File: config.mk
export PLATFORM = sky130hd
export DESIGN_NAME = alu_bist_ctrl_flat
export DESIGN_NICKNAME = d
export VERILOG_FILES = /design/src/rtl/alu_bist_if.sv /design/src/rtl/alu_bist_ctrl.sv /design/src/flat_wrapper.sv
export SDC_FILE = /design/constraint.sdc
export NUM_CORES = 1
export LEC_CHECK = 0
export CORE_MARGIN = 5
export CORE_UTILIZATION = 45
export CTS_CLUSTER_DIAMETER = 50
export DETAILED_ROUTE_END_ITERATION = 8
export GPL_ROUTABILITY_DRIVEN = 0
export GPL_TIMING_DRIVEN = 0
export HOLD_SLACK_MARGIN = 0.02
export PLACE_DENSITY = 0.71
export SLEW_MARGIN = 10
export SYNTH_ARGS = -nofsm -noshare
export SYNTH_HDL_FRONTEND = slang
export SYNTH_SLANG_ARGS = --single-unit
File: constraint.sdc
create_clock -name clk -period 3.4 [get_ports clk]
set_input_delay 0.51 -clock clk [delete_from_list [all_inputs] [get_ports clk]]
set_output_delay 0.51 -clock clk [all_outputs]
set_load 0.05 [all_outputs]
File: src/rtl/alu_bist_if.sv
// Bus between the BIST controller and the 4-bit alu under test.
// master = controller (drives operands, reads result); slave = alu.
interface alu_bist_if;
  logic [3:0] alu_a;
  logic [3:0] alu_b;
  logic [1:0] alu_sel;
  logic [3:0] alu_out;
  logic       alu_carry;

  modport master (
    output alu_a,
    output alu_b,
    output alu_sel,
    input  alu_out,
    input  alu_carry
  );

  modport slave (
    input  alu_a,
    input  alu_b,
    input  alu_sel,
    output alu_out,
    output alu_carry
  );
endinterface

File: src/rtl/alu_bist_ctrl.sv
// Exhaustive BIST for the 4-bit alu: walks all 1024 {sel,a,b} vectors,
// compares {carry,out} with a golden model and reports count, first failure and pass.
module alu_bist_ctrl #(
  parameter int SETTLE       = 1,
  parameter int ERR_W        = 8,
  parameter int STOP_ON_FAIL = 0
) (
  input  logic              clk,
  input  logic              rst_n,
  // start is a single-cycle request honoured only in IDLE or DONE; there is no
  // ready signal, busy=1 tells the requester that a pulse would be dropped.
  input  logic              start,
  alu_bist_if.master        alu,
  output logic              busy,
  output logic              done,
  output logic              pass,
  output logic [ERR_W-1:0]  err_count,
  output logic [9:0]        first_fail_vec,
  output logic              first_fail_vld,
  output logic [1:0]        state_dbg
);

  localparam logic [1:0] S_IDLE  = 2'd0;
  localparam logic [1:0] S_DRIVE = 2'd1;
  localparam logic [1:0] S_CHECK = 2'd2;
  localparam logic [1:0] S_DONE  = 2'd3;

  localparam int              CNT_W       = (SETTLE > 1) ? $clog2(SETTLE) : 1;
  localparam logic [CNT_W-1:0] SETTLE_LAST = CNT_W'(SETTLE - 1);
  localparam bit              STOP        = (STOP_ON_FAIL != 0);

  logic [1:0]       state;
  logic [9:0]       vec;
  logic [CNT_W-1:0] settle_cnt;
  logic [ERR_W-1:0] err_q;
  logic             pass_q;
  logic [9:0]       ff_vec_q;
  logic             ff_vld_q;

  logic [4:0]       golden;
  logic [4:0]       observed;
  logic             mismatch;
  logic             last_vec;
  logic             err_sat;
  logic             start_ok;

  // Golden alu: logic ops never carry, ADD yields a 5-bit sum.
  always_comb begin
    golden = 5'd0;
    case (vec[9:8])
      2'b00:   golden = {1'b0, vec[7:4] & vec[3:0]};
      2'b01:   golden = {1'b0, vec[7:4] | vec[3:0]};
      2'b10:   golden = {1'b0, vec[7:4] ^ vec[3:0]};
      default: golden = {1'b0, vec[7:4]} + {1'b0, vec[3:0]};
    endcase
  end

  assign observed = {alu.alu_carry, alu.alu_out};
  assign mismatch = (observed != golden);
  assign last_vec = (vec == 10'd1023);
  assign err_sat  = (err_q == {ERR_W{1'b1}});
  assign start_ok = start && ((state == S_IDLE) || (state == S_DONE));

  always_ff @(posedge clk or negedge rst_n) begin
    if (!rst_n) begin
      state      <= S_IDLE;
      vec        <= 10'd0;
      settle_cnt <= '0;
      err_q      <= '0;
      pass_q     <= 1'b0;
      ff_vec_q   <= 10'd0;
      ff_vld_q   <= 1'b0;
    end else begin
      case (state)
        S_IDLE, S_DONE: begin
          if (start_ok) begin
            state      <= S_DRIVE;
            vec        <= 10'd0;
            settle_cnt <= '0;
            err_q      <= '0;
            pass_q     <= 1'b0;
            ff_vec_q   <= 10'd0;
            ff_vld_q   <= 1'b0;
          end
        end
        S_DRIVE: begin
          if (settle_cnt == SETTLE_LAST) begin
            settle_cnt <= '0;
            state      <= S_CHECK;
          end else begin
            settle_cnt <= settle_cnt + CNT_W'(1);
          end
        end
        S_CHECK: begin
          if (mismatch) begin
            if (!err_sat) err_q <= err_q + ERR_W'(1);
            if (!ff_vld_q) begin
              ff_vec_q <= vec;
              ff_vld_q <= 1'b1;
            end
          end
          // vec is left on the last vector driven so DONE shows where the run ended.
          if (last_vec || (STOP && mismatch)) begin
            state  <= S_DONE;
            pass_q <= !mismatch && (err_q == '0);
          end else begin
            vec   <= vec + 10'd1;
            state <= S_DRIVE;
          end
        end
        default: state <= S_IDLE;
      endcase
    end
  end

  assign alu.alu_sel     = vec[9:8];
  assign alu.alu_a       = vec[7:4];
  assign alu.alu_b       = vec[3:0];

  assign busy            = (state == S_DRIVE) || (state == S_CHECK);
  assign done            = (state == S_DONE);
  assign pass            = pass_q;
  assign err_count       = err_q;
  assign first_fail_vec  = ff_vec_q;
  assign first_fail_vld  = ff_vld_q;
  assign state_dbg       = state;

endmodule

File: src/flat_wrapper.sv
// flat-port wrapper written by rule: the top's interface ports become plain ports
module alu_bist_ctrl_flat 
#(
  parameter int SETTLE       = 1,
  parameter int ERR_W        = 8,
  parameter int STOP_ON_FAIL = 0
)
  (clk, rst_n, start, busy, done, pass, err_count, first_fail_vec, first_fail_vld, state_dbg, alu_alu_a, alu_alu_b, alu_alu_sel, alu_alu_out, alu_alu_carry);
  alu_bist_if alu_i ();
  input  logic clk;
  input  logic rst_n;
  input  logic start;
  output logic busy;
  output logic done;
  output logic pass;
  output logic [ERR_W-1:0] err_count;
  output logic [9:0] first_fail_vec;
  output logic first_fail_vld;
  output logic [1:0] state_dbg;
  output wire logic [$bits(alu_i.alu_a)-1:0] alu_alu_a;
  output wire logic [$bits(alu_i.alu_b)-1:0] alu_alu_b;
  output wire logic [$bits(alu_i.alu_sel)-1:0] alu_alu_sel;
  input wire logic [$bits(alu_i.alu_out)-1:0] alu_alu_out;
  input wire logic [$bits(alu_i.alu_carry)-1:0] alu_alu_carry;
  assign alu_alu_a = alu_i.alu_a;
  assign alu_alu_b = alu_i.alu_b;
  assign alu_alu_sel = alu_i.alu_sel;
  assign alu_i.alu_out = alu_alu_out;
  assign alu_i.alu_carry = alu_alu_carry;
  alu_bist_ctrl #(.SETTLE(SETTLE), .ERR_W(ERR_W), .STOP_ON_FAIL(STOP_ON_FAIL)) u_core (.clk(clk), .rst_n(rst_n), .start(start), .alu(alu_i), .busy(busy), .done(done), .pass(pass), .err_count(err_count), .first_fail_vec(first_fail_vec), .first_fail_vld(first_fail_vld), .state_dbg(state_dbg));
endmodule
Word-level counts from Yosys, hierarchy flattened
Index checks and enable logic that the tools add are counted.

Bits of input ports: 8. Output and inout bits: 34. Logic and storage cells: 69. Flip-flop bits (word level): 33.

$add $sub $neg: 4. Eq/ne operators: 15. Reduce and logical (&&, ||, !) cells: 18. Bitwise logic cells: 3. Multiplexer cells: 22.

Operators by type and width (count): $mux W10 (4); $pmux W10 S2 (2); $mux W8 (3); $pmux W8 S2 (1); $pmux W5 S3 (1); $add A10 B1 Y10 const B (1); $eq A10 B10 Y1 const B (1); $reduce_and A3 Y1 (3); $add A8 B1 Y8 const B (1); $eq A8 B8 Y1 const B (1); $logic_not A8 Y1 (1); $ne A2 B2 Y1 const B (4); $reduce_and A4 Y1 (2); $eq A2 B2 Y1 const B (3); $mux W2 (3); $ne A2 B1 Y1 const B (3); $pmux W1 S2 (3); $pmux W2 S3 (1); $add A4 B4 Y5 (1); $ne A5 B5 Y1 (1); $and A4 B4 Y4 (1); $eq A2 B1 Y1 const B (2); $logic_not A2 Y1 (2); $mux W1 (4); other kinds (9) (13).

Longest topological paths before layout
Depth after elaboration: 7. Mapped depth: 12.

Least setup slack after synthesis
Ideal clock, no wire load.

Path type: flip-flop to flip-flop. From: register u_core.vec[4]. To: register u_core.err_q[6] (netlist: u_core.err_count[6]). Setup time: 122 ps. Cell stages (with the launch flop): 13. Slack: 183 ps. Arrival time: 3095 ps. Cells stage by stage: dfrtp_1 > ha_1 > inv_1 > fa_1 > inv_2 > mux4_2 > xnor2_2 > nand4_2 > o31ai_4 > buf_6 > buf_6 > nor2_1 > o22a_1.

Word-level cells in the longest chain between the ends: 5. Elaborated cells on any way between the ends: 8. Those cells by class: add/sub (1); eq/ne (2); mux (1); bitwise (3); reduce/logical (1).

Ends and longest elaborated chain: start, declared (line alu_bist_ctrl.sv:33) `logic [9:0] vec;`; start signal, assigned (line alu_bist_ctrl.sv:107) `vec <= vec + 10'd1;`; $add A4 B4 Y5, or another cell as far along (line alu_bist_ctrl.sv:54) `default: golden = {1'b0, vec[7:4]} + {1'b0, vec[3:0]};`; $pmux W5 S3 (*) (line alu_bist_ctrl.sv:50) `case (vec[9:8])`; $ne A5 B5 Y1 (*) (line alu_bist_ctrl.sv:59) `assign mismatch = (observed != golden);`; $ne A2 B1 Y1 (no line) (*); $reduce_and A4 Y1 (no line) (*); end signal, assigned (line alu_bist_ctrl.sv:96) `if (!err_sat) err_q <= err_q + ERR_W'(1);`; end, declared (line alu_bist_ctrl.sv:35) `logic [ERR_W-1:0] err_q;`.

Every way passes the cells marked *; elsewhere a longest branch is shown, timed or not. A chain may end at the register's enable or synchronous reset.

Final worst setup path
From: register u_core.vec[0]. To: register u_core.err_q[2] (netlist: u_core.err_count[2]).

The elaborated chain is that of the path after synthesis.

==> flow_metrics.py <==
metrics = {
    "detailed_routing": {
        "totalWireLength_um": 5210,
        "viasPerCell": 5.47,
        "drt-initial-drc-count": 134,
        "ant_nets": 0,
        "first_pass_iters": 4,
        "post_drt_wl_per_cell_um": 15.0,
        "vias": 1902,
        "drcViolationCount": 0,
    },
    "timing": {
        "setup_viol": 0,
        "holdWs_ns": 0.269,
        "drv_slew": 0,
        "tns_ns": 0,
        "worstMarginPinSlew_ns": 0.719,
        "finalHoldViolCount": 0,
        "finalClockSkew_ns": 0.00339,
        "rsz0062_at_grt": "false",
        "period_needed_ns": 3.16,
        "min_period_over_period_pct": 93.1,
        "timing.slew.headroom_pct": 52.1,
        "fmax_mhz": 316,
    },
    "worst_setup_path": {
        "cp_common_cell": "buf_6",
        "cp_top_family": "adder cells",
        "required_ns": 3.58,
        "cp_slowest_stage_delay_ns": 0.49,
        "reg2regPathDepth": 12,
        "cp.arrival_ns": 3.34,
        "crit_chain": "ha_1 > inv_1 > fa_1 > inv_2 > mux4_2 > xnor2_2 > nand4_2 > o31ai_4 > buf_6 > buf_6 > nor2_1 > o22a_1",
        "cp-end-kind": "register",
        "reg2reg_from": "u_core.vec[0]",
        "critical_path_class": "register to register",
        "worstSetupEndpoint": "u_core.err_count[2]",
        "worst-path-buf-inv": 4,
        "startpoint": "u_core.vec[0]",
        "cp_slowest_cell": "fa_1",
        "cp.depth": 12,
        "r2r_setup_slack_ns": 0.24,
        "critPathLaunchType": "register",
        "crit_fanout": 10,
        "r2r-end": "u_core.err_count[2]",
    },
    "clock_network": {
        "clkTransAtPathRegs_ns": 0.07,
        "clock-root-buffer": "clkbuf_8",
        "cts-buffers-inserted": 5,
        "post_cts_buffers": 0,
        "cts_buffer_depth": 2,
        "clk_latency_ns": 0.29,
        "htreeDepth": 2,
        "tritoncts": "done",
        "cts.sinks": 32,
        "hold_buffers": 0,
        "cts_resized": 0,
    },
    "placed_design": {
        "placed_cells": 340,
        "portBuffers": 41,
        "post-dp-hpwl_um": 3940,
    },
    "layout": {
        "fin_util_pct": 58.7,
        "fillers": 429,
        "regArea_um2": 801,
        "area_growth_pct": 28.1,
        "drive_gt1_share_pct": 7.48,
        "multi_input_area_um2": 1180,
        "fin_nets": 316,
        "num_antenna_cells": 0,
        "final_cells": 348,
    },
    "synth": {
        "yosysUniqueCellTypes": 50,
        "ys_ff_latch": 32,
        "synth_nets": 268,
        "synth_ff_type": "dfrtp_1",
        "syn_area_um2": 2130,
        "yosysSeqAreaShare_pct": 37.5,
        "synth-edff-count": 0,
        "yosys_warnings": 0,
        "async_reset_ff_share_pct": 100,
        "synth_cells": 245,
        "syn_area_per_cell_um2": 8.71,
    },
    "grt": {
        "antenna_found_initial": 0,
        "grt_max_degree": 33,
        "grt_overflow": 0,
        "grt_pass1_wl_um": 8980,
        "grt_pass1_vias": 1841,
        "grt_use_total_pct": 18.3,
    },
    "floorplan": {
        "core_area_um2": 4660,
        "design.die.area_um2": 6220,
        "die_width_um": 78.9,
        "fp.dieH_um": 78.9,
        "start_util_pct": 45.8,
        "fp-row-count": 25,
        "io_pins": 42,
    },
    "outcome": {
        "status": "completed",
    },
    "hold_path": {
        "holdCritPathClass": "input pin to asynchronous set/reset pin",
    },
    "power_and_ir_drop": {
        "p_leak_uw": 0.00121,
        "peakVddDrop_uv": 242,
        "power_density_nw_per_um2": 568,
    },
    "job": {
        "max_cap_violations": 0,
    },
}
[power by group]
group / leakage, uW / internal (uW) / switching [uW] / total, uW
sequential: 0.000442 / 408 / 32.3 / 440
clock: 0.0000645 / 259 / 149 / 408
combinational: 0.000705 / 230 / 476 / 706
total: 0.00121 / 896 / 658 / 1550
[cell usage after synthesis (all sizes together) (2+ instances only)]
master | n | share of area, %
nand2 | 35 | 6.2
dfrtp | 32 | 38
inv | 22 | 3.9
nand3 | 21 | 4.9
a21oi | 17 | 4.0
ha | 14 | 8.2
nor2 | 13 | 2.3
or4 | 10 | 3.5
and3 | 9 | 2.6
buf | 7 | 2.5
xnor2 | 7 | 3.2
nor3 | 5 | 1.2
clkbuf | 4 | 0.70
o21ai | 4 | 0.94
a31oi | 3 | 0.88
and2 | 3 | 0.88
nand4 | 3 | 1.2
o22a | 3 | 1.2
o22ai | 3 | 0.88
o31ai | 3 | 1.7
xor2 | 3 | 1.2
nand2b | 2 | 0.59
nor4b | 2 | 0.82
or3 | 2 | 0.59
[worst min-delay path by stage]
stage	endpoint	slack [ns]	cells after the start
final	u_core.err_count[6]	0.27	1
after global routing	u_core.err_count[6]	0.34	1
after CTS	u_core.err_count[6]	0.29	1
after detailed placement	u_core.first_fail_vec[7]	0.50	2
after global placement	u_core.first_fail_vec[7]	0.48	2
after floorplan	u_core.err_count[0]	0.21	0
[final cells by class]
cell class | instances | share of cell area, %
timing repair buffer | 41 | 14.8
clock buffer | 7 | 3.52
multi-input combinational | 180 | 43.2
clock inverter | 1 | 1.10
sequential | 32 | 29.3
tap | 54 | 2.47
inverter | 22 | 3.02
buffer | 11 | 2.52
[state kept, by name (all words and copies together), names as in the netlist]
| name | flops |
|---|---|
| u_core.state_dbg | 2 |
| u_core.vec | 10 |
| u_core.first_fail_vec | 10 |
| u_core.err_count | 8 |
| u_core.pass | 1 |
| u_core.first_fail_vld | 1 |
[cell families after synthesis]
family / count (synthesis) / synth area share [%]
AOI/OAI and AO/OA: 43 / 13.5
xor gates and xnor gates: 10 / 4.46
adders and majority gates: 15 / 9.14
buffers and inverters: 33 / 7.09
DFF: 32 / 37.5
muxes: 2 / 1.58
and+or+nand+nor: 110 / 26.7
[placed cells by master (no fill, tap or decap), types with 9 or more instances in the layout]
master	count
clkdlybuf4s50_1	40
nand2_1	35
dfrtp_1	32
inv_1	21
nand3_1	21
a21oi_1	17
ha_1	14
nor2_1	13
or4_1	10
and3_1	9
[worst register-to-register path: cells and delay by family (launching register included)]
kind / cells / cell delay (ns)
xor+xnor: 1 / 0.16
buf+inv: 4 / 0.44
compound gates: 2 / 0.57
flops: 1 / 0.47
mux: 1 / 0.49
simple gates: 2 / 0.20
fa+ha+maj: 2 / 0.74
[metrics by stage]
step / cell area [um^2] / setup WS [ns] / total power, uW
floorplan: 2130 / 0.183 / 945
global placement: 2610 / 0.244 / 1150
detailed placement: 2610 / 0.261 / 1150
CTS: 2730 / 0.239 / 1560
global route: 2730 / 0.0541 / 1650
finish: 2730 / 0.236 / 1550
[layer usage]
metal | track usage (%) | part of all wire (%) | up-vias
met2 | 27.7 | 48 | 41
met5 | 0 | 0 | -
met3 | 5.10 | 5.0 | 6
met1 | 24.9 | 46 | 896
met4 | 6.70 | 1.1 | 0
li1 | - | - | 959
Note: power is estimated with default switching activity, not from simulation.
